### src/rtl/alureg_pkg.sv
// Shared encodings for the alureg_seq micro-sequencer: states, ALU ops, register indices, flag bits.
// Rotate decode is included only when ALUREG_SEQ_ROT_EN is defined.
package alureg_pkg;

  typedef enum logic [1:0] {ST_IDLE, ST_FETCH, ST_READ, ST_WRITE} state_t;

  typedef enum logic [2:0] {
    OP_ADD, OP_ADC, OP_SUB, OP_SBB, OP_ANA, OP_XRA, OP_ORA, OP_CMP
  } alu_op_t;

  typedef enum logic [2:0] {K_NONE, K_MVI, K_MOV, K_ALU, K_RLC, K_RRC} kind_t;

  localparam logic [2:0] REG_B = 3'd0, REG_C = 3'd1, REG_D = 3'd2, REG_E = 3'd3,
                         REG_H = 3'd4, REG_L = 3'd5, REG_F = 3'd6, REG_A = 3'd7;

  localparam int FLG_C = 0, FLG_P = 1, FLG_Z = 2, FLG_S = 3;

  typedef struct packed {
    kind_t      kind;
    logic [2:0] dst;
    logic [2:0] src;
    alu_op_t    op;
  } dec_t;

  // K_NONE is value 0, so a zeroed dec_t is an unsupported code.
  function automatic dec_t decode(input logic [7:0] c);
    dec_t d;
    d      = '0;
    d.dst  = c[5:3];
    d.src  = c[2:0];
    d.op   = alu_op_t'(c[5:3]);
    case (c[7:6])
      2'b00: begin
        if (c[2:0] == 3'b110) d.kind = K_MVI;
`ifdef ALUREG_SEQ_ROT_EN
        if (c == 8'h07) d.kind = K_RLC;
        if (c == 8'h0F) d.kind = K_RRC;
`endif
      end
      2'b01:   d.kind = K_MOV;
      2'b10:   d.kind = K_ALU;
      default: d.kind = K_NONE;
    endcase
    return d;
  endfunction

endpackage

### src/rtl/alureg_rfile.sv
// General-purpose register file: one async read port, one write port, async reset.
module alureg_rfile #(
  parameter int DATASIZE = 8,
  parameter int REGSBITS = 3
) (
  input  logic                clk,
  input  logic                rst,
  input  logic                we,
  input  logic [REGSBITS-1:0] waddr,
  input  logic [DATASIZE-1:0] wdata,
  input  logic [REGSBITS-1:0] raddr,
  output logic [DATASIZE-1:0] rdata
);
  localparam int NREGS = 1 << REGSBITS;

  logic [NREGS-1:0][DATASIZE-1:0] mem;

  always_ff @(posedge clk or posedge rst) begin
    if (rst)     mem        <= '0;
    else if (we) mem[waddr] <= wdata;
  end

  assign rdata = mem[raddr];

endmodule

### src/rtl/alureg_seq.sv
// Byte-fed register/ALU sequencer (MVI, MOV, 8-op ALU) with {S,Z,P,C} flags.
// Define ALUREG_SEQ_ROT_EN to add RLC/RRC; otherwise those codes retire with err.
module alureg_seq
  import alureg_pkg::*;
#(
  parameter int DATASIZE = 8,
  parameter int REGSBITS = 3
) (
  input  logic                clk,
  input  logic                rst,
  input  logic                in_vld,
  output logic                in_rdy,
  input  logic [DATASIZE-1:0] in_dat,
  output logic                done,
  output logic                err,
  output logic [DATASIZE-1:0] res,
  output logic [3:0]          flg
);

  state_t              state, state_nxt;
  dec_t                dec, instr;
  logic [DATASIZE-1:0] tmp, acc, rf_rdata, src_val, wr_val;
  logic [3:0]          flags, flg_nxt;
  logic [DATASIZE:0]   a_x, b_x, c_x, sum;
  logic                acc_we, flg_we, rf_we;

  assign dec = decode(8'(in_dat));
  assign flg = flags;

  // A and F live here so the ALU can see A while the single rfile port reads s.
  alureg_rfile #(.DATASIZE(DATASIZE), .REGSBITS(REGSBITS)) u_rfile (
    .clk   (clk),
    .rst   (rst),
    .we    (rf_we && (state == ST_WRITE)),
    .waddr (REGSBITS'(instr.dst)),
    .wdata (wr_val),
    .raddr (REGSBITS'(instr.src)),
    .rdata (rf_rdata)
  );

  always_comb begin
    case (instr.src)
      REG_A:   src_val = acc;
      REG_F:   src_val = DATASIZE'(flags);
      default: src_val = rf_rdata;
    endcase
  end

  always_ff @(posedge clk or posedge rst) begin
    if (rst) state <= ST_IDLE;
    else     state <= state_nxt;
  end

  always_comb begin
    state_nxt = state;
    in_rdy    = 1'b0;
    case (state)
      ST_IDLE: begin
        in_rdy = 1'b1;
        if (in_vld) begin
          case (dec.kind)
            K_MVI:   state_nxt = ST_FETCH;
            K_NONE:  state_nxt = ST_WRITE;
            default: state_nxt = ST_READ;
          endcase
        end
      end
      ST_FETCH: begin
        in_rdy = 1'b1;
        if (in_vld) state_nxt = ST_WRITE;
      end
      ST_READ:  state_nxt = ST_WRITE;
      default:  state_nxt = ST_IDLE;
    endcase
  end

  assign a_x = {1'b0, acc};
  assign b_x = {1'b0, tmp};
  assign c_x = {{DATASIZE{1'b0}}, flags[FLG_C]};

  always_comb begin
    sum     = '0;
    wr_val  = tmp;
    flg_nxt = flags;
    acc_we  = 1'b0;
    flg_we  = 1'b0;
    rf_we   = 1'b0;
    case (instr.kind)
      K_MVI, K_MOV: begin
        if (instr.dst == REG_A) acc_we = 1'b1;
        else if (instr.dst == REG_F) begin
          flg_we  = 1'b1;
          flg_nxt = tmp[3:0];
          wr_val  = DATASIZE'(tmp[3:0]);
        end else rf_we = 1'b1;
      end
      K_ALU: begin
        // Logic ops leave sum[DATASIZE]=0, which clears C.
        case (instr.op)
          OP_ADD:         sum = a_x + b_x;
          OP_ADC:         sum = a_x + b_x + c_x;
          OP_SUB, OP_CMP: sum = a_x - b_x;
          OP_SBB:         sum = a_x - b_x - c_x;
          OP_ANA:         sum = {1'b0, acc & tmp};
          OP_XRA:         sum = {1'b0, acc ^ tmp};
          OP_ORA:         sum = {1'b0, acc | tmp};
          default:        sum = '0;
        endcase
        wr_val         = sum[DATASIZE-1:0];
        flg_nxt[FLG_S] = sum[DATASIZE-1];
        flg_nxt[FLG_Z] = (sum[DATASIZE-1:0] == '0);
        flg_nxt[FLG_P] = ~^sum[DATASIZE-1:0];
        flg_nxt[FLG_C] = sum[DATASIZE];
        flg_we         = 1'b1;
        acc_we         = (instr.op != OP_CMP);
      end
`ifdef ALUREG_SEQ_ROT_EN
      K_RLC: begin
        wr_val         = {acc[DATASIZE-2:0], acc[DATASIZE-1]};
        flg_nxt[FLG_C] = acc[DATASIZE-1];
        acc_we         = 1'b1;
        flg_we         = 1'b1;
      end
      K_RRC: begin
        wr_val         = {acc[0], acc[DATASIZE-1:1]};
        flg_nxt[FLG_C] = acc[0];
        acc_we         = 1'b1;
        flg_we         = 1'b1;
      end
`endif
      default: ;
    endcase
  end

  always_ff @(posedge clk or posedge rst) begin
    if (rst) begin
      instr <= '0;
      tmp   <= '0;
      acc   <= '0;
      flags <= '0;
      res   <= '0;
      done  <= 1'b0;
      err   <= 1'b0;
    end else begin
      done <= 1'b0;
      err  <= 1'b0;
      if (state == ST_IDLE && in_vld)  instr <= dec;
      if (state == ST_FETCH && in_vld) tmp   <= in_dat;
      if (state == ST_READ)            tmp   <= src_val;
      if (state == ST_WRITE) begin
        done <= 1'b1;
        err  <= (instr.kind == K_NONE);
        if (acc_we) acc   <= wr_val;
        if (flg_we) flags <= flg_nxt;
        if (instr.kind != K_NONE) res <= wr_val;
      end
    end
  end

endmodule

### config.mk
export PLATFORM = sky130hd
export DESIGN_NAME = alureg_seq
export DESIGN_NICKNAME = d
export VERILOG_FILES = /design/src/rtl/alureg_pkg.sv /design/src/rtl/alureg_rfile.sv /design/src/rtl/alureg_seq.sv
export SDC_FILE = /design/constraint.sdc
export NUM_CORES = 1
export LEC_CHECK = 0
export ABC_AREA = 1
export CORE_MARGIN = 4
export CORE_UTILIZATION = 50
export CTS_CLUSTER_DIAMETER = 100
export DETAILED_ROUTE_END_ITERATION = 16
export GPL_TIMING_DRIVEN = 0
export PLACE_DENSITY = 0.75
export SYNTH_ARGS = -nofsm -noshare
export SYNTH_HDL_FRONTEND = slang
export SYNTH_HIERARCHICAL = 1
export SYNTH_SLANG_ARGS = --single-unit
### constraint.sdc
create_clock -name clk -period 3.5 [get_ports clk]
set_input_delay 0.7 -clock clk [delete_from_list [all_inputs] [get_ports clk]]
set_output_delay 0.7 -clock clk [all_outputs]
set_load 0.02 [all_outputs]
* Yosys cells after proc, flatten, opt, wreduce, memory -nomap -nowiden
Index checks and enable logic that the tools add are counted.
W data, S select, Z words.
** Operators by class
- Magnitude comparators :: 3
- Equality and inequality tests :: 24
- Bitwise operators :: 3
- Add/subtract/negate cells :: 4
- Reductions and logical operators :: 21
- Multiplexer cells :: 33
** Operators by type and width (count)
- $bwmux W64 :: 1
- $pmux W9 S7 :: 1
- $mux W8 :: 6
- $pmux W8 S2 :: 2
- $bmux W8 S3 :: 1
- $demux W8 S3 :: 1
- $eq A3 B3 Y1 const B :: 7
- $eq A3 B2 Y1 const B :: 4
- $mux W1 :: 10
- $add A8 B8 Y9 :: 1
- $add A9 B1 Y9 :: 1
- $eq A3 B1 Y1 const B :: 3
- $logic_not A3 Y1 :: 3
- $mux W9 :: 1
- $pmux W3 S3 :: 1
- $sub A8 B8 Y9 :: 1
- $sub A9 B1 Y9 :: 1
- $and A8 B8 Y8 :: 1
- $logic_not A8 Y1 :: 1
- $lt A3 B4 Y1 const B :: 2
- $mux W4 :: 2
- $ne A2 B2 Y1 const B :: 4
- $or A8 B8 Y8 :: 1
- $pmux W4 S2 :: 1
- other kinds (17) :: 31
** Word-level totals
- Flip-flop bits (word level) :: 105
- Bits of input ports :: 11

* Depth between registers and ports, before layout
- Word-level depth :: 7
- Depth in mapped cells :: 20

* By module
Netlist, hierarchy kept.
** Modules (own cells, without submodules)
- alureg_seq :: times used 1, cells an instance 583, seq. area each 1001.0 µm², area each 3883.7 µm²
- alureg_rfile :: times used 1, cells an instance 440, seq. area each 1601.5 µm², area each 3194.3 µm²

* Worst setup path after synthesis
No wires, ideal clock.
- Path type :: register to register
- Start point :: register tmp[0]
- End point :: register flags[1] (netlist: flg[1])
- Arrival :: 2.761 ns
- Cell stages (with the launch flop) :: 20
- Data required time :: 3.377 ns
- Setup slack :: 0.616 ns
- Clock period less this slack :: 2.884 ns
- Setup time :: 0.123 ns
- Cells stage by stage :: dfrtp_1 ha_1 inv_1 fa_1 inv_1 ha_1 inv_1 nor2_1 inv_1 nor2_2 nand2_1 o21ai_1 nand3_1 nand4_2 nand2_1 ha_1 xnor2_1 xnor2_1 o21ai_0 nand2_1
** On the way
- Cells in the longest elaborated chain, start to end :: 6
- Elaborated cells between the ends (all ways) :: 11
- Classes of those cells :: 4 x add/sub; 3 x mux; 3 x bitwise; 1 x reduce/logical
** RTL lines
- start, declared :: line alureg_seq.sv:22 : logic [DATASIZE-1:0] tmp, acc, rf_rdata, src_val, wr_val;
- start signal, assigned :: line alureg_seq.sv:148 : if (state == ST_FETCH && in_vld) tmp <= in_dat;
- start signal, assigned :: line alureg_seq.sv:149 : if (state == ST_READ) tmp <= src_val;
- $sub A8 B8 Y9 or $add A8 B8 Y9 (tied branches)
- $sub A9 B1 Y9 or $add A9 B1 Y9 (tied branches) :: line alureg_seq.sv:103, alureg_seq.sv:101
- $pmux W9 S7 * :: line alureg_seq.sv:99 : case (instr.op)
- $mux W9 * :: line alureg_seq.sv:88 : case (instr.kind)
- $reduce_xnor A8 Y1 * :: line alureg_seq.sv:112 : flg_nxt[FLG_P] = ~^sum[DATASIZE-1:0];
- $pmux W4 S2 * :: line alureg_seq.sv:88
- end signal, assigned :: line alureg_seq.sv:154 : if (flg_we) flags <= flg_nxt;
- end, declared :: line alureg_seq.sv:23 : logic [3:0] flags, flg_nxt;
Every way passes the cells marked *; elsewhere a longest branch is shown, timed or not. The select of a mux whose other input is x is not followed.
A chain may end at the register's enable or synchronous reset.

* Worst setup path in the final report
- Start point :: register acc[0]
- End point :: register flags[1] (netlist: flg[1])
** On the way
- Cells in the longest elaborated chain, start to end :: 6
- Elaborated cells between the ends (all ways) :: 11
- Classes of those cells :: 4 x add/sub; 3 x mux; 3 x bitwise; 1 x reduce/logical
** RTL lines
- start, declared :: line alureg_seq.sv:22
- start signal, assigned :: line alureg_seq.sv:153 : if (acc_we) acc <= wr_val;
- $sub A8 B8 Y9 or $add A8 B8 Y9 (tied branches)
- $sub A9 B1 Y9 or $add A9 B1 Y9 (tied branches) :: line alureg_seq.sv:103, alureg_seq.sv:101
- $pmux W9 S7 * :: line alureg_seq.sv:99
- $mux W9 * :: line alureg_seq.sv:88
- $reduce_xnor A8 Y1 * :: line alureg_seq.sv:112
- $pmux W4 S2 * :: line alureg_seq.sv:88
Marks and branches as above.

==> reports/metrics.cfg <==
[outcome]
status = completed

[synth]
synth.avg_cell_area_um2 = 6.92
netlist_area_mm2 = 0.00708
synth_compound_area_share_pct = 12.8
synth.distinct_cells = 44
synthAdderAreaFrac_pct = 7.46
synthMuxAreaShare_pct = 0
synthArstFlopShare_pct = 100
synth-main-ff-cell = dfrtp_1
synth_warnings = 6
ys_seq_area_share_pct = 36.8
syn-num-nets = 1075
synth_xor_area_share_pct = 0.371
synth-edff-count = 0
synth_seq_cells = 104
synth_top_family_by_area = simple AND/OR/NAND/NOR gates
synth_cells = 1023
synth-simple-area-share_pct = 30.9

[placement]
dp_slack_ps = 226
io_buffer_count = 25
post_dp_cell_area_mm2 = 0.00757
post-dp-hpwl_mm = 14.5
gp_congestion = 0.959
dp.cells = 1229

[setup_path]
r2r_setup_slack_ps = 270
path_delay_family = adder cells
end_kind = flip-flop
worst_path_most_repeated_cell = nand2_1
r2r-start = acc[0]
path_depth = 18
max_stage_delay_ps = 570
reg2reg_depth = 18
worst-path-buf-inv = 2
cp.required_ps = 3730
criticalPathCategory = reg2reg
crit_path_start_kind = flip-flop
path_cells = inv_1 -> ha_1 -> fa_2 -> ha_1 -> inv_1 -> nor2_2 -> nand2_1 -> nor2_2 -> nand2_1 -> nand2_1 -> nand3_1 -> nand4_2 -> nand2_1 -> ha_1 -> xnor2_2 -> xnor2_1 -> o21ai_1 -> nand2_1
r2r-end = flg[1]
crit_arrival_ps = 3470
cp_max_fo = 4
cpMaxStageDelayCell = fa_2

[drt]
first_iter_violations = 515
via_per_inst = 5.36
num_vias = 6676
drtAntennaViolNets = 0
drt-total-wl_mm = 18.9
drcViolationCount = 0
post_drt_wl_per_cell_um = 15.2
dr.pass1.iters = 5

[floorplanning]
fp.dieArea_mm2 = 0.0161
coreArea_mm2 = 0.0139
dieHeight_um = 127
rows = 43
start_util_pct = 51.0
ios = 26
fp.dieW_um = 127

[hold_path]
holdPathStages = 2
hp-start = res[1]
min_to = res[1]
holdCritPathClass = reg2reg

[layout]
fillers = 1363
drive_gt1_share_pct = 8.73
final_cells = 1245
fin_area_mm2 = 0.00788
final_nets = 1112
diodes = 0
synthToLayoutAreaGrowth_pct = 11.3

[timing]
fin_crit_ps = 3230
fin_setup_tns_ps = 0
skew_ps = 7.62
drv_slew = 0
slew_headroom_pct = 43.9
finalSetupViolCount = 0
timing.final.crit_share_pct = 92.4
worstMarginPinSlew_ps = 840
finalWorstSetupSlack_ps = 265
hold_violations = 0
max_clock_freq_ghz = 0.309
grt_setup_unrepaired = false

[clock_tree]
cts_setup_buffers = 0
cts.htree.levels = 3
clock_sinks = 104
ctsHoldBuffers = 0
root_buffer = clkbuf_16
cts_buffers = 9
clk_latency_ps = 350
clock_path_buffers = 2
cts_tree = yes
clkTransAtPathRegs_ps = 70

[global_route]
grt_pass1_wl_mm = 31.6
track_usage_pct = 24.3
grt_pass1_vias = 6499
antenna_found_initial = 0
grt_max_degree = 41
grt-ovfl-total = 0

[job]
maxCapViolCount = 0

## kinds of logic after synthesis
kind of cell	count (synthesis)
AO/OA/AOI/OAI	158
AND/OR/NAND/NOR	512
flip-flops	104
buffers and inverters	205
adder cells (fa/ha/maj)	41
XOR/XNOR	3
## placed cells by master (no fill, tap or decap), types with 4 or more instances in the layout
master	Yosys	routed
buf_2	12	12
ha_1	39	38
clkbuf_16	0	9
nor2_1	33	32
o21ai_1	3	4
o221ai_1	5	5
nand3_2	5	5
buf_6	5	5
o21ai_0	95	94
nand3_1	71	71
dfrtp_1	104	104
nand4_1	9	9
nand2_1	361	361
nor2_2	9	10
clkdlybuf4s50_1	0	25
o22ai_1	14	14
nand2_2	13	13
inv_1	167	165
inv_2	8	10
clkbuf_1	7	7
a21oi_1	23	23
## worst register-to-register path, cell delays in order (launching register included)
cell and delay [ps]:
dfrtp_1 350, inv_1 100, ha_1 230, fa_2 570
ha_1 180, inv_1 50, nor2_2 120, nand2_1 90
nor2_2 130, nand2_1 90, nand2_1 70, nand3_1 110
nand4_2 140, nand2_1 70, ha_1 330, xnor2_2 150
xnor2_1 130, o21ai_1 130, nand2_1 70
## routing by layer
| metal | vias up | wire, um | global-route usage (%) |
|---|---|---|---|
| met5 | - | 0 | 0 |
| met4 | 0 | 592 | 11.0 |
| met3 | 50 | 1070 | 3.09 |
| met2 | 213 | 8980 | 40.5 |
| met1 | 3118 | 8260 | 31.8 |
| li1 | 3295 | - | - |
## flip-flops by register name, summed over array words and instances, names as in the netlist
name and flops:
u_rfile/mem 64, err 1, acc 8, done 1, res 8, instr 8, tmp 8, state 2
flg 4
## final cells by class
class	count	area [um2]	share of cell area, %
multi-input cells	714	3660	46.4
clock buffers	10	239	3.03
inverters	177	664	8.43
flip-flops and latches	104	2600	33.0
plain buffers	28	169	2.14
clock inverters	6	50.0	0.635
repair buffers	26	270	3.43
well taps	180	225	2.86
## synth_stat cells, drive strengths merged, types with 3 or more instances
cell type  number  area (um2)
nor2           44         203
o21ai         101         524
o221ai          5        43.8
nor3            5        41.3
nand3          76         405
nand4          11        81.3
ha             39         488
dfrtp         104        2600
inv           175         657
xnor2           3        26.3
a21oi          26         149
o211ai          3        22.5
clkbuf          7        26.3
buf            21         143
nand2         375        1450
o22ai          14        87.6
## through the flow
step / hold WS, ps / util, %
2_1_floorplan: 453 / -
3_3_place_gp: 465 / 54.4
3_5_place_dp: 465 / 54.6
4_1_cts: 485 / 56.6
5_1_grt: 499 / 56.8
6_report: 480 / 56.8
## timing repair
item,4_1_cts,5_1_grt
endpoints found under the hold margin,0,0
endpoints found under the setup margin,0,1
gates resized for setup,0,5
## worst max path at each step
stage	to	from	slack, ps
5_1_grt	flg[1]	acc[0]	30
6_report	flg[1]	acc[0]	270
4_1_cts	flg[1]	acc[0]	200
3_3_place_gp	u_rfile/mem[5]	rst	100
3_5_place_dp	flg[1]	acc[0]	230
2_1_floorplan	flg[1]	tmp[0]	620
Power is not shown: default switching activity piles up to over one toggle a cycle in this logic, so the estimate is an artifact.
